$ cat config.mk
export PLATFORM = sky130hd
export DESIGN_NAME = accum_loop_engine_flat
export DESIGN_NICKNAME = d
export VERILOG_FILES = /design/src/rtl/accum_loop_engine_if.sv /design/src/rtl/accum_loop_engine.sv /design/src/flat_wrapper.sv
export SDC_FILE = /design/constraint.sdc
export NUM_CORES = 1
export LEC_CHECK = 0
export BUFFER_PORTS_ARGS = -buffer_cell sky130_fd_sc_hd__buf_4
export CAP_MARGIN = 25
export CORE_MARGIN = 3
export CORE_UTILIZATION = 54
export DETAILED_ROUTE_END_ITERATION = 8
export PLACE_DENSITY = 0.77
export SETUP_SLACK_MARGIN = 0.2
export SYNTH_ARGS = -nofsm -noshare
export SYNTH_HDL_FRONTEND = slang
export SYNTH_SLANG_ARGS = --single-unit
$ cat constraint.sdc
create_clock -name clock -period 2.4 [get_ports clock]
set_clock_uncertainty 0.05 [all_clocks]
set_input_delay 0.48 -clock clock [delete_from_list [all_inputs] [get_ports clock]]
set_output_delay 0.48 -clock clock [all_outputs]
set_load 0.03 [all_outputs]
$ cat src/rtl/accum_loop_engine_if.sv
// Sequencer-to-engine bundle: launch request, operands, status and result registers.
interface accum_loop_engine_if #(
  parameter int WIDTH     = 8,
  parameter int CNT_WIDTH = 8
);
  logic                   start;
  logic [WIDTH-1:0]       yIn;
  logic [CNT_WIDTH-1:0]   limit;
  logic                   busy;
  logic                   done;
  logic                   overflow;
  logic [CNT_WIDTH:0]     outRegI;
  logic [WIDTH-1:0]       outRegX;
  logic [WIDTH-1:0]       outRegY;

  modport master (
    output start, yIn, limit,
    input  busy, done, overflow, outRegI, outRegX, outRegY
  );

  modport slave (
    input  start, yIn, limit,
    output busy, done, overflow, outRegI, outRegX, outRegY
  );
endinterface

$ cat src/rtl/accum_loop_engine.sv
// Runs x=0; for (i=0; i<=limit; i++) x+=y; then clears y if x<0 else clears x.
// done pulses 2*limit+4 edges after start is taken; start is ignored while busy.
module accum_loop_engine #(
  parameter int WIDTH     = 8,
  parameter int CNT_WIDTH = 8
) (
  input  logic                clock,
  input  logic                reset,
  accum_loop_engine_if.slave  bus
);

  typedef enum logic [2:0] {
    S_IDLE  = 3'd0,
    S_INIT  = 3'd1,
    S_ACCUM = 3'd2,
    S_CHECK = 3'd3,
    S_CLRY  = 3'd4,
    S_CLRX  = 3'd5,
    S_DONE  = 3'd6
  } state_t;

  state_t               state;
  state_t               state_nxt;
  logic [CNT_WIDTH:0]   i_reg;
  logic [WIDTH-1:0]     x_reg;
  logic [WIDTH-1:0]     y_reg;
  logic [CNT_WIDTH-1:0] lim_reg;
  logic                 ovf_reg;

  logic [WIDTH-1:0]     sum;
  logic                 add_ovf;
  logic                 loop_more;

  assign sum       = x_reg + y_reg;
  // Same-sign operands whose sum flips sign have overflowed in two's complement.
  assign add_ovf   = (x_reg[WIDTH-1] == y_reg[WIDTH-1]) && (sum[WIDTH-1] != x_reg[WIDTH-1]);
  assign loop_more = (i_reg <= {1'b0, lim_reg});

  always_comb begin
    state_nxt = state;
    case (state)
      S_IDLE:  state_nxt = bus.start ? S_INIT : S_IDLE;
      S_INIT:  state_nxt = S_ACCUM;
      S_ACCUM: state_nxt = S_CHECK;
      S_CHECK: begin
        if (loop_more)
          state_nxt = S_ACCUM;
        else if (x_reg[WIDTH-1])
          state_nxt = S_CLRY;
        else
          state_nxt = S_CLRX;
      end
      S_CLRY:  state_nxt = S_DONE;
      S_CLRX:  state_nxt = S_DONE;
      S_DONE:  state_nxt = S_IDLE;
      default: state_nxt = S_IDLE;
    endcase
  end

  always_ff @(posedge clock) begin
    if (!reset) begin
      state   <= S_IDLE;
      i_reg   <= '0;
      x_reg   <= '0;
      y_reg   <= '0;
      lim_reg <= '0;
      ovf_reg <= 1'b0;
    end else begin
      state <= state_nxt;
      case (state)
        S_INIT: begin
          i_reg   <= '0;
          x_reg   <= '0;
          y_reg   <= bus.yIn;
          lim_reg <= bus.limit;
          ovf_reg <= 1'b0;
        end
        S_ACCUM: begin
          x_reg   <= sum;
          i_reg   <= i_reg + 1'b1;
          ovf_reg <= ovf_reg | add_ovf;
        end
        S_CLRY:  y_reg <= '0;
        S_CLRX:  x_reg <= '0;
        default: ;
      endcase
    end
  end

  assign bus.busy     = (state != S_IDLE);
  assign bus.done     = (state == S_DONE);
  assign bus.overflow = ovf_reg;
  assign bus.outRegI  = i_reg;
  assign bus.outRegX  = x_reg;
  assign bus.outRegY  = y_reg;

endmodule

$ cat src/flat_wrapper.sv
// flat-port wrapper written by rule: the top's interface ports become plain ports
module accum_loop_engine_flat 
#(
  parameter int WIDTH     = 8,
  parameter int CNT_WIDTH = 8
)
  (clock, reset, bus_start, bus_yIn, bus_limit, bus_busy, bus_done, bus_overflow, bus_outRegI, bus_outRegX, bus_outRegY);
  accum_loop_engine_if #(.WIDTH(WIDTH), .CNT_WIDTH(CNT_WIDTH)) bus_i ();
  input  logic clock;
  input  logic reset;
  input wire logic [$bits(bus_i.start)-1:0] bus_start;
  input wire logic [$bits(bus_i.yIn)-1:0] bus_yIn;
  input wire logic [$bits(bus_i.limit)-1:0] bus_limit;
  output wire logic [$bits(bus_i.busy)-1:0] bus_busy;
  output wire logic [$bits(bus_i.done)-1:0] bus_done;
  output wire logic [$bits(bus_i.overflow)-1:0] bus_overflow;
  output wire logic [$bits(bus_i.outRegI)-1:0] bus_outRegI;
  output wire logic [$bits(bus_i.outRegX)-1:0] bus_outRegX;
  output wire logic [$bits(bus_i.outRegY)-1:0] bus_outRegY;
  assign bus_i.start = bus_start;
  assign bus_i.yIn = bus_yIn;
  assign bus_i.limit = bus_limit;
  assign bus_busy = bus_i.busy;
  assign bus_done = bus_i.done;
  assign bus_overflow = bus_i.overflow;
  assign bus_outRegI = bus_i.outRegI;
  assign bus_outRegX = bus_i.outRegX;
  assign bus_outRegY = bus_i.outRegY;
  accum_loop_engine #(.WIDTH(WIDTH), .CNT_WIDTH(CNT_WIDTH)) u_core (.clock(clock), .reset(reset), .bus(bus_i));
endmodule
==> flow_metrics.py, run 1 <==
metrics = {
    "timing": {
        "fin_hold_ws_ns": 0.3918,
        "period_needed_ns": 2.055,
        "tns_ns": 0,
        "finalWorstSetupSlack_ns": 0.3446,
        "slew_headroom_pct": 48.22,
        "rsz0062_at_grt": "false",
        "finalMaxSlewViolations": 0,
        "max_freq_mhz": 486.5,
        "setup_violations": 0,
        "hold_viol": 0,
        "period_share_pct": 85.64,
        "tightestPinTransition_ns": 0.7669,
    },
    "cells_and_area": {
        "diodes": 0,
        "finish.utilization_pct": 70.40,
        "layout.cells.most_common": "buf_4",
        "area_delta_synth_final_pct": 21.33,
        "largest_register_ffs": 9,
        "nNetsFinal": 344,
        "drive_gt1_share_pct": 20.39,
        "finalNonFillerCells": 357,
        "fin_area_sq_um": 2655,
        "most-common-layout-cells": "buf_4, nand2_1, dfxtp_1, o21ai_0, ha_1",
    },
    "hold_path": {
        "hold_class": "in -> reg",
        "whs_path_depth": 3,
    },
    "grt": {
        "grt_pass1_wl_mm": 8.949,
        "overflow": 0,
        "antenna_found_initial": 0,
        "grt_pass1_vias": 1879,
        "grt_usage_pct": 22.72,
        "grt_max_degree": 40,
    },
    "flow_run": {
        "cap_violations": 0,
    },
    "yosys": {
        "yosys_warnings": 0,
        "synth-seq-cells": 37,
        "synth-async-reset-ratio_pct": 0,
        "synth_compound_area_share_pct": 21.90,
        "ys_types": 45,
        "syn_nets": 301,
        "synth_top_family_by_area": "simple AND/OR/NAND/NOR gates",
        "syn_avg_cell_area_sq_um": 8.258,
        "synthMuxAreaShare_pct": 1.372,
        "synth_edf_count": 0,
        "syn_inst": 265,
        "synthXorXnorAreaFrac_pct": 1.601,
        "ys_seq_area_share_pct": 33.85,
        "syn_area_sq_um": 2188,
        "synth_flop_cell": "dfxtp_1",
        "synthSimpleGateAreaFrac_pct": 26.64,
        "synth-adder-area-share_pct": 10.06,
    },
    "clock_network": {
        "worstSkewPairLatency_ns": 0.29,
        "cts_buffers": 5,
        "ctsHoldBuffers": 0,
        "cts_max_path_buffers": 2,
        "root_buffer": "clkbuf_8",
        "clock_sinks": 37,
        "cts_tree": "done",
        "clkTransAtPathRegs_ns": 0.07,
        "htreeDepth": 2,
    },
    "critical_path": {
        "ff2ff_path_depth": 7,
        "cp_slowest_cell": "dfxtp_1",
        "critPathCaptureType": "output pin",
        "worst-endpoint-arrival_ns": 1.53,
        "crit_path_start_kind": "register",
        "critical_path_required_ns": 1.87,
        "crit_fanout": 17,
        "ff2ff_setup_slack_ns": 0.36,
        "cp_cell_sequence": "nand2_1 > nor2_1 > buf_4",
        "critPathKind": "reg -> out",
        "cpPeakStageDelay_ns": 0.78,
    },
    "pwr": {
        "ir_drop_mv": 0.3404,
        "power.density_nw_per_um2": 571.3,
        "p_sw_share_pct": 30.63,
        "clock_power_share_pct": 31.7,
        "p_leak_nw": 1.188,
        "fin_total_pwr_mw": 1.517,
        "p_int_mw": 1.052,
        "switchingPower_uw": 464.6,
        "p_comb_share_pct": 22.7,
        "seq_power_share_pct": 45.6,
    },
    "placed_design": {
        "dp_slack_ns": 0.3296,
        "dp_hpwl_mm": 3.628,
        "place.gp.congestion": 0.8017,
        "port_buffers": 46,
        "placed_cell_area_sq_um": 2550,
        "post-place-cells": 349,
    },
    "route": {
        "via_count": 1988,
        "wl_per_cell_microns": 14.58,
        "drcViolationCount": 0,
        "ant_nets": 0,
        "drtIter0Drc": 135,
        "firstDrtPassIters": 4,
        "viasPerCell": 5.569,
        "wirelength_mm": 5.204,
    },
    "floorplan": {
        "ioPinCount": 47,
        "dieArea_sq_um": 4853,
        "rows": 22,
        "core_sq_um": 3771,
        "die_h_microns": 69.66,
        "die_w_microns": 69.66,
        "start_util_pct": 58.03,
    },
    "status": {
        "status": "completed",
    },
}
timing repair:
item,4_1_cts,5_1_grt
gates resized for setup,0,1
setup endpoints to repair,0,1
setup buffers,0,0
power groups by stage:
stage,Combinational (mW),Sequential (mW),Clock (mW)
floorplan,0.213,0.722,0
global placement,0.336,0.704,0
detailed placement,0.341,0.705,0
CTS,0.345,0.691,0.499
global route,0.385,0.698,0.520
finish,0.344,0.692,0.481
final cells by class:
cell class,instances,area [sq um]
clock buffer,7,96.34
fill,320,1116
tap,48,60.06
sequential,37,740.7
timing repair buffer,49,367.9
inverter,9,33.78
multi-input combinational,206,1351
clock inverter,1,5.005
worst max-delay path: cells and delay by family (launching register included):
kind                   cells  cell delay (ns)
DFF                        1             0.78
buffers and inverters      1             0.17
and+or+nand+nor            2             0.27
final timing paths:
check / start / end
setup / recovery: u_core.state[2] / bus_done
hold / removal: bus_limit[4] / u_core.lim_reg[4]
setup reg to reg: u_core.bus.outRegY[0] / u_core.bus.outRegX[6]
hold reg to reg: u_core.lim_reg[3] / u_core.lim_reg[3]
cells by family after synthesis:
| family | after synthesis |
|---|---|
| and+or+nand+nor | 109 |
| AOI/OAI and AO/OA | 73 |
| DFF | 37 |
| buffers and inverters | 22 |
| adders and majority gates | 17 |
| xor gates and xnor gates | 4 |
| muxes | 3 |
cells in the mapped netlist (2+ instances only):
master | count | area (sq um)
nand3_1 | 11 | 55.05
nand2_1 | 39 | 146.4
nor2_1 | 10 | 37.54
nand2b_1 | 3 | 18.77
xor2_1 | 3 | 26.28
mux2i_1 | 3 | 30.03
nor3b_1 | 2 | 15.01
a211oi_1 | 3 | 22.52
buf_2 | 5 | 25.02
inv_1 | 9 | 33.78
a21boi_1 | 2 | 15.01
o21ai_0 | 18 | 90.09
nor3_1 | 2 | 10.01
and2_1 | 15 | 93.84
a21oi_1 | 15 | 75.07
a31oi_1 | 2 | 12.51
clkbuf_1 | 6 | 22.52
nand3b_1 | 2 | 15.01
a21o_1 | 5 | 37.54
a21boi_0 | 15 | 112.6
o211ai_1 | 4 | 30.03
and2b_1 | 7 | 52.55
or3_1 | 6 | 37.54
ha_1 | 16 | 200.2
nor2b_1 | 6 | 37.54
dfxtp_1 | 37 | 740.7
per-layer routing:
layer	vias to the layer above	part of all wire, %	track usage (%)
li1	1013	-	-
met2	56	46	35.28
met3	7	7.2	5.217
met4	0	1.2	6.383
met5	-	0	0
met1	912	45	31.56
(Power assumes the default switching activity.)
==> inputs of run 2 (changes only) <==
- clock period: 2.4 -> 2.3 ns (I/O delays scaled with it)
==> run 2 against run 1 <==
  * Sequential share of layout area grew 0.22 points
  * Via count shrank 1.2%
  * Global-route usage shrank 2.5 points
  * Largest power group unchanged
==> flow_metrics.py, run 2 (synthesized netlist as in run 1, its figures left out) <==
metrics = {
    "cells_and_area": {
        "fill_cells": 344,
        "diodes": 0,
        "drive_gt1_share_pct": 20.78,
        "nNetsFinal": 345,
        "most-common-layout-cells": "buf_4, nand2_1, dfxtp_1, o21ai_0, ha_1",
        "area_delta_synth_final_pct": 20.58,
        "fin_area_sq_um": 2639,
        "layout.cells.most_common": "buf_4",
        "largest_register_ffs": 9,
    },
    "hold_path": {
        "hold_class": "in -> reg",
        "whs_path_depth": 3,
        "min_from": "bus_limit[2]",
        "holdPathEnd": "u_core.lim_reg[2]",
    },
    "clock_network": {
        "htreeDepth": 2,
        "cts_tree": "done",
        "root_buffer": "clkbuf_8",
        "ctsHoldBuffers": 0,
        "clkTransAtPathRegs_ns": 0.07,
        "cts_max_path_buffers": 2,
        "clock_sinks": 37,
        "post_cts_buffers": 0,
        "post_cts_resized": 0,
        "cts_buffers": 5,
        "worstSkewPairLatency_ns": 0.28,
    },
    "critical_path": {
        "ff2ff_setup_slack_ns": 0.34,
        "ff2ff_path_depth": 7,
        "crit_fanout": 4,
        "crit_family": "compound AO/OA/AOI/OAI gates",
        "critical_path_required_ns": 2.42,
        "critPathKind": "reg -> reg",
        "cp_slowest_cell": "fa_2",
        "crit_path_start_kind": "register",
        "worst-path-buf-inv": 0,
        "critPathCaptureType": "register",
        "cp_cell_sequence": "ha_1 > fa_2 > a21o_1 > a21oi_2 > o211ai_1 > xor2_1 > a31o_2",
        "worst-endpoint-arrival_ns": 2.09,
        "reg2reg_to": "u_core.bus.outRegX[6]",
        "cpPeakStageDelay_ns": 0.37,
        "r2r_start": "u_core.bus.outRegY[0]",
    },
    "floorplan": {
        "ioPinCount": 47,
        "rows": 22,
        "dieArea_sq_um": 4853,
        "core_sq_um": 3771,
        "start_util_pct": 58.03,
        "die_h_microns": 69.66,
        "die_w_microns": 69.66,
    },
    "pwr": {
        "clock_power_share_pct": 27.6,
        "fin_total_pwr_mw": 1.495,
        "seq_power_share_pct": 48.3,
        "ir_drop_mv": 0.5161,
        "p_sw_share_pct": 31.23,
        "p_comb_share_pct": 24.2,
        "p_int_mw": 1.028,
        "power.density_nw_per_um2": 566.7,
        "p_leak_nw": 1.176,
        "switchingPower_uw": 466.9,
    },
    "timing": {
        "hold_viol": 0,
        "tns_ns": 0,
        "setup_violations": 0,
        "max_freq_mhz": 509.2,
        "slew_headroom_pct": 55.96,
        "period_needed_ns": 1.964,
        "finalMaxSlewViolations": 0,
        "period_share_pct": 85.38,
        "tightestPinTransition_ns": 0.6523,
        "rsz0062_at_grt": "false",
    },
    "grt": {
        "overflow": 0,
        "antenna_found_initial": 0,
        "grt_pass1_vias": 1710,
        "grt_usage_pct": 20.19,
        "grt_pass1_wl_mm": 8.211,
        "grt_max_degree": 40,
    },
    "route": {
        "firstDrtPassIters": 4,
        "viasPerCell": 5.517,
        "wirelength_mm": 4.911,
        "wl_per_cell_microns": 13.79,
        "drcViolationCount": 0,
        "via_count": 1964,
        "ant_nets": 0,
        "drtIter0Drc": 181,
    },
    "flow_run": {
        "cap_violations": 0,
    },
    "status": {
        "status": "completed",
    },
    "placed_design": {
        "port_buffers": 46,
        "dp_hpwl_mm": 3.460,
        "place.gp.congestion": 0.8007,
        "placed_cell_area_sq_um": 2557,
    },
}
## run 2: cell count changes in the layout (fill, tap and decap cells not counted)
cell	change
buf_4	+1
clkbuf_8	-2
dfxtp_1	-1
dfxtp_2	+1
fa_1	-1
fa_2	+1
## run 2: worst max-delay path by stage
stage,from,depth (start not counted),endpoint,slack [ns]
after floorplan,u_core.bus.outRegY[0],7,u_core.bus.outRegX[6],0.21
after global placement,u_core.bus.outRegY[0],7,u_core.bus.outRegX[6],0.29
after detailed placement,u_core.bus.outRegY[0],7,u_core.bus.outRegX[6],0.24
after CTS,u_core.bus.outRegY[0],7,u_core.bus.outRegX[6],0.24
after global routing,u_core.bus.outRegI[3],6,u_core.state[1],0.23
final,u_core.bus.outRegY[0],7,u_core.bus.outRegX[6],0.34
## run 2: area by class of cell
type                    instances  area (sq um)  share of cell area [%]
repair buffers                 50         375.4                   14.22
inverters                       9         33.78                   1.280
well taps                      48         60.06                   2.276
clock buffers                   5         68.82                   2.608
flip-flops and latches         37         742.0                   28.12
multi-input cells             206          1354                   51.30
clock inverters                 1         5.005                  0.1897
## run 2: power by group through the flow
stage	Combinational [mW]	Clock (mW)	Sequential (mW)
2_1_floorplan	0.222	0	0.753
3_3_place_gp	0.354	0	0.735
3_5_place_dp	0.360	0	0.735
4_1_cts	0.362	0.426	0.721
5_1_grt	0.401	0.447	0.729
6_report	0.361	0.412	0.722
## run 2: layer usage
layer	routed length (microns)	vias to the layer above	GRT usage, %
met4	31	0	4.043
met1	2448	900	30.76
met5	0	-	0
li1	-	1012	-
met2	2118	48	29.45
met3	313	4	3.913
## run 2: through the flow
stage                     worst slack (ns)  hold WS (ns)  utilization, %  std cells
after global placement              0.2902        0.4053           67.82        350
after global routing                0.2298        0.3839           69.97        356
after CTS                           0.2366        0.3790           69.77        356
after floorplan                     0.2121        0.3935               -        265
after detailed placement            0.2418        0.4065           67.82        350
final                               0.3363        0.3833           69.97        356
## run 2: tightest hold or removal path, delay by kind of cell
kind	cells	cell delay [ns]
AND/OR/NAND/NOR	1	0.04
buffers and inverters	1	0.11
AO/OA/AOI/OAI	1	0.06
